--- src/rtl/regfile_scoreboard.sv ---
// regfile_scoreboard
//   Register file for the T-proc pipeline. It has two combinational read
//   ports, one synchronous write port, and register 0 hardwired to zero.
//   It also provides write-to-read bypass, a per-register busy scoreboard,
//   a window of tap outputs, and a sequential bulk-clear sweep.
//
// Ports
//   clock, ctrl_reset_n              rising-edge clock, async active-low reset
//   ctrl_writeEnable/WriteReg/data   write strobe, address, data
//   ctrl_readRegA/B -> data_readRegA/B  combinational read ports
//   ctrl_busySet, ctrl_busyReg       mark a register as having a pending write
//   busyA, busyB                     pending-write flags for the read addresses
//   ctrl_clearStart -> clear_busy    start pulse / in-progress flag of the sweep
//   reg_taps                         stored regs TAP_BASE.., lowest index in LSBs
//
// FSM
//   state | meaning
//   IDLE  | normal operation: writes, busy sets and bypass are active
//   SWEEP | clears reg[sweepAddr] each cycle; external updates are dropped
module regfile_scoreboard #(
    parameter int DATA_WIDTH = 32,
    parameter int ADDR_WIDTH = 5,
    parameter int TAP_BASE   = 25,
    parameter int TAP_COUNT  = 5,
    parameter int BYPASS     = 1
) (
    input  logic                            clock,
    input  logic                            ctrl_reset_n,
    input  logic                            ctrl_writeEnable,
    input  logic [ADDR_WIDTH-1:0]           ctrl_writeReg,
    input  logic [DATA_WIDTH-1:0]           data_writeReg,
    input  logic [ADDR_WIDTH-1:0]           ctrl_readRegA,
    input  logic [ADDR_WIDTH-1:0]           ctrl_readRegB,
    output logic [DATA_WIDTH-1:0]           data_readRegA,
    output logic [DATA_WIDTH-1:0]           data_readRegB,
    input  logic                            ctrl_busySet,
    input  logic [ADDR_WIDTH-1:0]           ctrl_busyReg,
    output logic                            busyA,
    output logic                            busyB,
    input  logic                            ctrl_clearStart,
    output logic                            clear_busy,
    output logic [TAP_COUNT*DATA_WIDTH-1:0] reg_taps
);

    localparam int DEPTH = 1 << ADDR_WIDTH;
    localparam logic [ADDR_WIDTH-1:0] LAST_ADDR = ADDR_WIDTH'(DEPTH - 1);

    typedef enum logic {
        IDLE  = 1'b0,
        SWEEP = 1'b1
    } stateType;

    stateType              state, nextState;
    logic [ADDR_WIDTH-1:0] sweepAddr, nextSweepAddr;

    logic [DATA_WIDTH-1:0] regFile [DEPTH];
    logic [DEPTH-1:0]      busyBits;

    logic isIdle, writeHit, busyHit;

    assign isIdle   = (state == IDLE);
    assign writeHit = isIdle && ctrl_writeEnable && (ctrl_writeReg != '0);
    assign busyHit  = isIdle && ctrl_busySet && (ctrl_busyReg != '0);

    always_ff @(posedge clock or negedge ctrl_reset_n) begin
        if (!ctrl_reset_n) begin
            state     <= IDLE;
            sweepAddr <= '0;
        end else begin
            state     <= nextState;
            sweepAddr <= nextSweepAddr;
        end
    end

    always_comb begin
        nextState     = state;
        nextSweepAddr = sweepAddr;
        case (state)
            IDLE: begin
                if (ctrl_clearStart) begin
                    nextState     = SWEEP;
                    // Register 0 is already constant zero, so start at 1.
                    nextSweepAddr = ADDR_WIDTH'(1);
                end
            end
            SWEEP: begin
                if (sweepAddr == LAST_ADDR) begin
                    nextState     = IDLE;
                    nextSweepAddr = '0;
                end else begin
                    nextSweepAddr = sweepAddr + ADDR_WIDTH'(1);
                end
            end
            default: begin
                nextState     = IDLE;
                nextSweepAddr = '0;
            end
        endcase
    end

    // Entry 0 and busyBits[0] are only ever written by reset, so they stay zero.
    always_ff @(posedge clock or negedge ctrl_reset_n) begin
        if (!ctrl_reset_n) begin
            for (int i = 0; i < DEPTH; i++) begin
                regFile[i] <= '0;
            end
            busyBits <= '0;
        end else begin
            for (int i = 1; i < DEPTH; i++) begin
                if (state == SWEEP) begin
                    if (sweepAddr == ADDR_WIDTH'(i)) begin
                        regFile[i]  <= '0;
                        busyBits[i] <= 1'b0;
                    end
                end else begin
                    if (writeHit && (ctrl_writeReg == ADDR_WIDTH'(i))) begin
                        regFile[i]  <= data_writeReg;
                        busyBits[i] <= 1'b0;
                    end
                    // A busy set is applied last, so it wins over a same-cycle write.
                    if (busyHit && (ctrl_busyReg == ADDR_WIDTH'(i))) begin
                        busyBits[i] <= 1'b1;
                    end
                end
            end
        end
    end

    function automatic logic [DATA_WIDTH-1:0] readPort(input logic [ADDR_WIDTH-1:0] addr);
        if (addr == '0) begin
            return '0;
        end
        if ((BYPASS != 0) && writeHit && (ctrl_writeReg == addr)) begin
            return data_writeReg;
        end
        return regFile[addr];
    endfunction

    // A write landing this cycle retires the pending flag early, unless a new
    // busy set on the same register re-arms it.
    function automatic logic busyPort(input logic [ADDR_WIDTH-1:0] addr);
        logic retiring;
        retiring = (BYPASS != 0) && writeHit && (ctrl_writeReg == addr)
                   && !(busyHit && (ctrl_busyReg == addr));
        return busyBits[addr] && !retiring;
    endfunction

    always_comb begin
        data_readRegA = readPort(ctrl_readRegA);
        data_readRegB = readPort(ctrl_readRegB);
        busyA         = busyPort(ctrl_readRegA);
        busyB         = busyPort(ctrl_readRegB);
    end

    assign clear_busy = (state == SWEEP);

    for (genvar k = 0; k < TAP_COUNT; k++) begin : gTap
        assign reg_taps[k*DATA_WIDTH +: DATA_WIDTH] = regFile[TAP_BASE + k];
    end

endmodule

--- config.mk ---
export PLATFORM = sky130hd
export DESIGN_NAME = regfile_scoreboard
export DESIGN_NICKNAME = d
export VERILOG_FILES = /design/src/rtl/regfile_scoreboard.sv
export SDC_FILE = /design/constraint.sdc
export NUM_CORES = 2
export LEC_CHECK = 0
export BUFFER_PORTS_ARGS = -buffer_cell sky130_fd_sc_hd__buf_2
export CORE_ASPECT_RATIO = 0.8
export CORE_MARGIN = 2
export CORE_UTILIZATION = 55
export DETAILED_ROUTE_END_ITERATION = 10
export GPL_TIMING_DRIVEN = 1
export PLACE_DENSITY_LB_ADDON = 0.05
export SLEW_MARGIN = 25
export SYNTH_ARGS = -nofsm -noshare
export SYNTH_HDL_FRONTEND = slang
export SYNTH_SLANG_ARGS = --single-unit
--- constraint.sdc ---
create_clock -name clock -period 2.5 [get_ports clock]
set_input_delay 0.125 -clock clock [delete_from_list [all_inputs] [get_ports clock]]
set_output_delay 0.125 -clock clock [all_outputs]
set_load 0.01 [all_outputs]
---- Word-level counts from Yosys, hierarchy flattened ----
Cells that the tools add are included.
Widths: inputs -> output; s select.
storage, ports and cells
  register bits after elaboration ......... 1029
  output and inout port bits .............. 227
cells by class
  $add $sub $neg .......................... 1
  order comparisons ....................... 4
  equality and inequality tests ........... 129
  multiplexer cells ....................... 247
  bitwise gates (word level) .............. 3
  reduce and logical (&&, ||, !) cells .... 206
operators with widths
  operator             count
  $mux 32              105
  $bmux 32 s5          2
  $eq 5x5->1 const B   48
  $mux 1               134
  $reduce_and 2->1     62
  $eq 5x4->1 const B   24
  $reduce_bool 3->1    31
  $logic_and 1x1->1    74
  $ne 2x1->1 const B   31
  $reduce_bool 2->1    31
  $eq 5x3->1 const B   12
  $eq 5x2->1 const B   6
  $eq 5x5->1           4
  $eq 5x1->1 const B   3
  $ge 6x6->1 const B   2
  $lt 5x6->1 const B   2
  $not 5->6            2
  $bmux 1 s5           2
  $logic_not 5->1      2
  $mux 5               2
  $pmux 5 s2           1
  $reduce_bool 5->1    2
  $add 5x1->5 const B  1
  $logic_not 1->1      4
  3 further kinds      3

---- Logic depth before layout (Yosys ltp) ----
  depth in word-level cells ............... 8
  mapped depth ............................ 9
  depth with buffers taken out ............ 6

---- Worst setup path before layout ----
No wires, ideal clock.
  path kind ............................... register to output
  start point ............................. register state (netlist: clear_busy)
  end point ............................... output port data_readRegB[10]
  arrival ................................. 1787 ps
  setup slack ............................. 588 ps
  cell stages (with the launch flop) ...... 7
  path buffers ............................ 2
  path through ............................ dfrtp_1 > clkinv_1 > o211ai_2 > or4_1 > buf_4 > buf_2 > a21oi_1
on the way
  word-level cells in the longest chain between the ends .. 8
  elaborated cells between the ends (all ways) .. 9
  classes of those cells .................. mux: 5; bitwise: 1; reduce/logical: 3
ends and longest elaborated chain
  element                             line  RTL
  from (decl)                         53    stateType state, nextState;
  from (signal assigned)              70    state <= nextState;
  $not 1->1 (*)                       -
  $logic_and 1x1->1 (*) (2 in a row)  62    assign writeHit = isIdle && ctrl_writeEnable && (ctrl_writeReg != '0);
  $logic_and 1x1->1 (*)               133   if ((BYPASS != 0) && writeHit && (ctrl_writeReg == addr)) begin
  $mux 1 (2 in a row)                 133
  $mux 32 (*)                         136   return regFile[addr];
  $mux 32 (*)                         133
  to (decl)                           35    output logic [DATA_WIDTH-1:0] data_readRegB,
Every way passes the cells marked *; elsewhere a longest branch is shown, timed or not. The select of a mux whose other input is x is not followed.

---- Worst setup path in the final report ----
  start point ............................. register state (netlist: clear_busy)
  end point ............................... output port data_readRegA[21]
on the way
  word-level cells in the longest chain between the ends .. 8
  elaborated cells between the ends (all ways) .. 9
  classes of those cells .................. mux: 5; bitwise: 1; reduce/logical: 3
ends and longest elaborated chain
  element                             line  RTL
  $not 1->1 (*)                       -
  $logic_and 1x1->1 (*) (2 in a row)  62
  $logic_and 1x1->1 (*)               133
  $mux 1 (2 in a row)                 133
  $mux 32 (*)                         136
  $mux 32 (*)                         133
  to (decl)                           34    output logic [DATA_WIDTH-1:0] data_readRegA,
Marks and branches as above.

==> metrics.md <==
| Metric | Value |
|---|---|
| Clock Root Buffer | `clkbuf_16` |
| Final instance area | `67300 um^2` |
| All-Layer GR Usage | `0.409` |
| Critical Path RT | `2.38 ns` |
| Setup Skew | `0.0169 ns` |
| Worst vdd ir | `0.764 mV` |
| Synth Area in Simple Gates | `0.0988` |
| Unique masters post-synth | `58` |
| Static leakage | `29.5 nW` |
| Vias | `46.1k` |
| Failing checks | `setup timing` |
| Achievable Freq | `343 MHz` |
| Fraction of registers with async set/reset | `1.00` |
| Clock Tree Buf Depth | `3` |
| Final nets | `5546` |
| CTS tree | `done` |
| Clock latency on the worst-skew pair | `0.72 ns` |
| Synth Area in Adders | `0.00136` |
| Die width | `359 um` |
| WP data arrival | `2.79 ns` |
| Die Ht | `288 um` |
| Status | `finished, violations left` |
| Crit Path Max Fanout | `5` |
| Final Hold Viols | `0` |
| PwrDens | `950 nW/um^2` |
| Synthesized net count | `5267` |
| Power share of the combinational group | `0.317` |
| Initial Util | `0.552` |
| CP endpoint kind | `output pin` |
| Final Max Slew Viols | `0` |
| Core area | `100000 um^2` |
| Syn. warnings | `33` |
| Post-detail-place hpwl | `138000 um` |
| Routed Antenna Nets | `0` |
| Netlist Area Pre-Place | `55300 um^2` |
| Switching share of power | `0.353` |
| Setup Crit Path Kind | `reg2out` |
| First-pass DRT Iterations | `6` |
| Sequential share of the synthesized area | `0.465` |
| Row cnt | `104` |
| Synth Area in XOR/XNOR | `0.00348` |
| Min-delay worst type | `in2reg` |
| Post-layout min period | `2.92 ns` |
| CTS buffer count | `107` |
| Final setup margin | `-0.417 ns` |
| Unrepaired setup endpoints after global routing | `true` |
| Final hold slack | `0.0289 ns` |
| # IOs | `284` |
| First-pass GRT wire length | `307000 um` |
| Pre-CTS setup slack | `-0.476 ns` |
| Initial antenna violation count | `4` |
| Initial DRC count | `5469` |
| Vias in the first global route | `44.8k` |
| Largest net degree at the start of global routing | `88` |
| NetSw | `0.0226 W` |
| Relative slew slack | `0.262` |
| Avg Inst Size Synth | `10.6 um^2` |
| # setup viols final | `66` |
| Vias per inst | `6.68` |
| Clock-pin slew on the worst setup and hold paths | `0.07 ns` |
| Max-cap viol count | `0` |
| Period utilization | `1.17` |
| Worst-margin pin slew | `1.11 ns` |
| Final Wtd Congestion | `0.935` |
| Seq pwr share | `0.403` |
| Mux contribution to synthesized area | `0.214` |
| Post-synthesis sequential element count | `1029` |
| Layout area overhead | `21.6%` |
| Top FF cell, synth | `dfrtp_1` |
| Clock H-tree levels | `3` |
| Dpl cell area | `59900 um^2` |
| Layout cells sized above 1 | `0.326` |
| Clock sink count | `1029` |
| I/O Buffers | `283` |
| Avg WL per Cell | `30.5 um` |
| Fillers | `7766` |
| Internal | `0.0413 W` |
| DIE AREA | `103000 um^2` |
| Total power | `0.0639 W` |
| Final Util | `0.671` |
| Largest family of logic cells by synthesized area | `multiplexers` |
| Cell count after synthesis | `5204` |
| Clock Power Share | `0.280` |
| Post-synth EDFFs | `0` |
| Setup crit start kind | `flop` |
| Synth Area in Compound Gates | `0.152` |
| Global route overflow | `0` |
| Drt drc | `0` |
| WL final | `211000 um` |
[flip-flops by register name, indices dropped and copies added, names as in the netlist]
name and flops:
reg_taps 160, busyBits 31, clear_busy 1, regFile 832, sweepAddr 5
[kinds of logic (layout without fill, tap and decap cells)]
| group | count (synthesis) | count (layout) |
|---|---|---|
| buf+inv | 713 | 1084 |
| fa+ha+maj | 6 | 6 |
| mux | 675 | 675 |
| compound gates | 1417 | 1417 |
| xor+xnor | 22 | 22 |
| other cells | 0 | 2 |
| simple gates | 1342 | 1342 |
| flops | 1029 | 1029 |
[cells in the mapped netlist, drive strengths merged (16+ instances only)]
library cell / number / area share
o22a: 16 / 0.0025
a221oi: 58 / 0.0092
nor4: 34 / 0.0040
nor2: 121 / 0.0082
dfrtp: 1029 / 0.47
o22ai: 66 / 0.0075
a22oi: 38 / 0.0052
nor3: 59 / 0.0054
nand2: 1034 / 0.070
mux2i: 150 / 0.027
mux4: 393 / 0.16
buf: 335 / 0.039
a21oi: 42 / 0.0038
o21ai: 975 / 0.088
a22o: 123 / 0.019
clkbuf: 369 / 0.025
nor2b: 46 / 0.0052
o221ai: 45 / 0.0071
mux2: 132 / 0.027
[final timing paths]
kind	startpoint	to	slack, ns	cells past startpoint
worst max register to register	clear_busy	regFile[755]	0.02	10
worst max-delay path	clear_busy	data_readRegA[21]	-0.42	9
worst min register to register	regFile[555]	regFile[555]	0.50	2
min in group asynchronous	ctrl_reset_n	regFile[625]	0.32	3
worst min-delay path	ctrl_busySet	busyBits[20]	0.03	4
max in group asynchronous	ctrl_reset_n	reg_taps[109]	0.80	3
[power groups by stage]
stage | combinational (W) | clock (W) | sequential, W
4_1_cts | 0.0196 | 0.0180 | 0.0255
3_5_place_dp | 0.0184 | 0 | 0.0259
3_3_place_gp | 0.0179 | 0 | 0.0256
6_report | 0.0202 | 0.0179 | 0.0258
5_1_grt | 0.0218 | 0.0187 | 0.0263
2_1_floorplan | 0.0122 | 0 | 0.0245
[metrics by stage]
| stage | std cells | setup TNS, ns |
|---|---|---|
| after floorplan | 5204 | 0 |
| after global placement | 6542 | -1.83 |
| after detailed placement | 6543 | -2.00 |
| after CTS | 6883 | -15.88 |
| after global routing | 6901 | -21.63 |
| final | 6902 | -19.34 |
[routing by layer]
layer / wire (um) / vias up / global-route usage
met4: 12900 / 2 / 0.220
met5: 64 / - / 0
met3: 23200 / 673 / 0.118
met1: 83300 / 23300 / 0.563
li1: - / 19400 / -
met2: 91300 / 2794 / 0.589
[layout by cell type (no fill, tap or decap), types with 26 or more instances in the layout]
master	count
buf_4	412
buf_12	120
mux4_2	393
a221oi_1	46
nor2_1	79
dlygate4sd3_1	32
clkbuf_16	112
mux2_2	131
buf_2	250
buf_6	38
nor3_1	42
a22o_1	110
dfrtp_1	1012
mux2i_1	137
o21ai_0	970
o22ai_1	56
nand2_1	1030
nor2b_1	42
clkbuf_8	26
[final cells by class]
class,count,area [um^2],area share
clock buffers,155,3160,0.0470
well taps,1325,1660,0.0246
multi-input cells,3462,27900,0.415
diodes,2,5.00,0.0000744
repair buffers,874,7970,0.119
clock inverters,46,757,0.0113
flip-flops and latches,1029,25800,0.383
inverters,9,38.8,0.000577
[what timing repair did]
| action | CTS | global route |
|---|---|---|
| endpoints found under the setup margin | 66 | 98 |
| hold endpoints to repair | 1148 | 0 |
| pin swaps | 70 | 44 |
| hold buffers | 32 | 0 |
| gates cloned | 9 | 3 |
| setup buffers | 103 | 21 |
| resized for setup | 282 | 102 |
[worst max-delay path: stages (launching register included)]
cell       delay, ns
dfrtp_2         0.43
clkinv_4        0.06
o211ai_4        0.09
or4_4           0.57
buf_12          0.18
buf_4           0.16
clkbuf_16       0.15
nand2_1         0.06
o22a_1          0.19
buf_2           0.16
(Power assumes the default switching activity.)
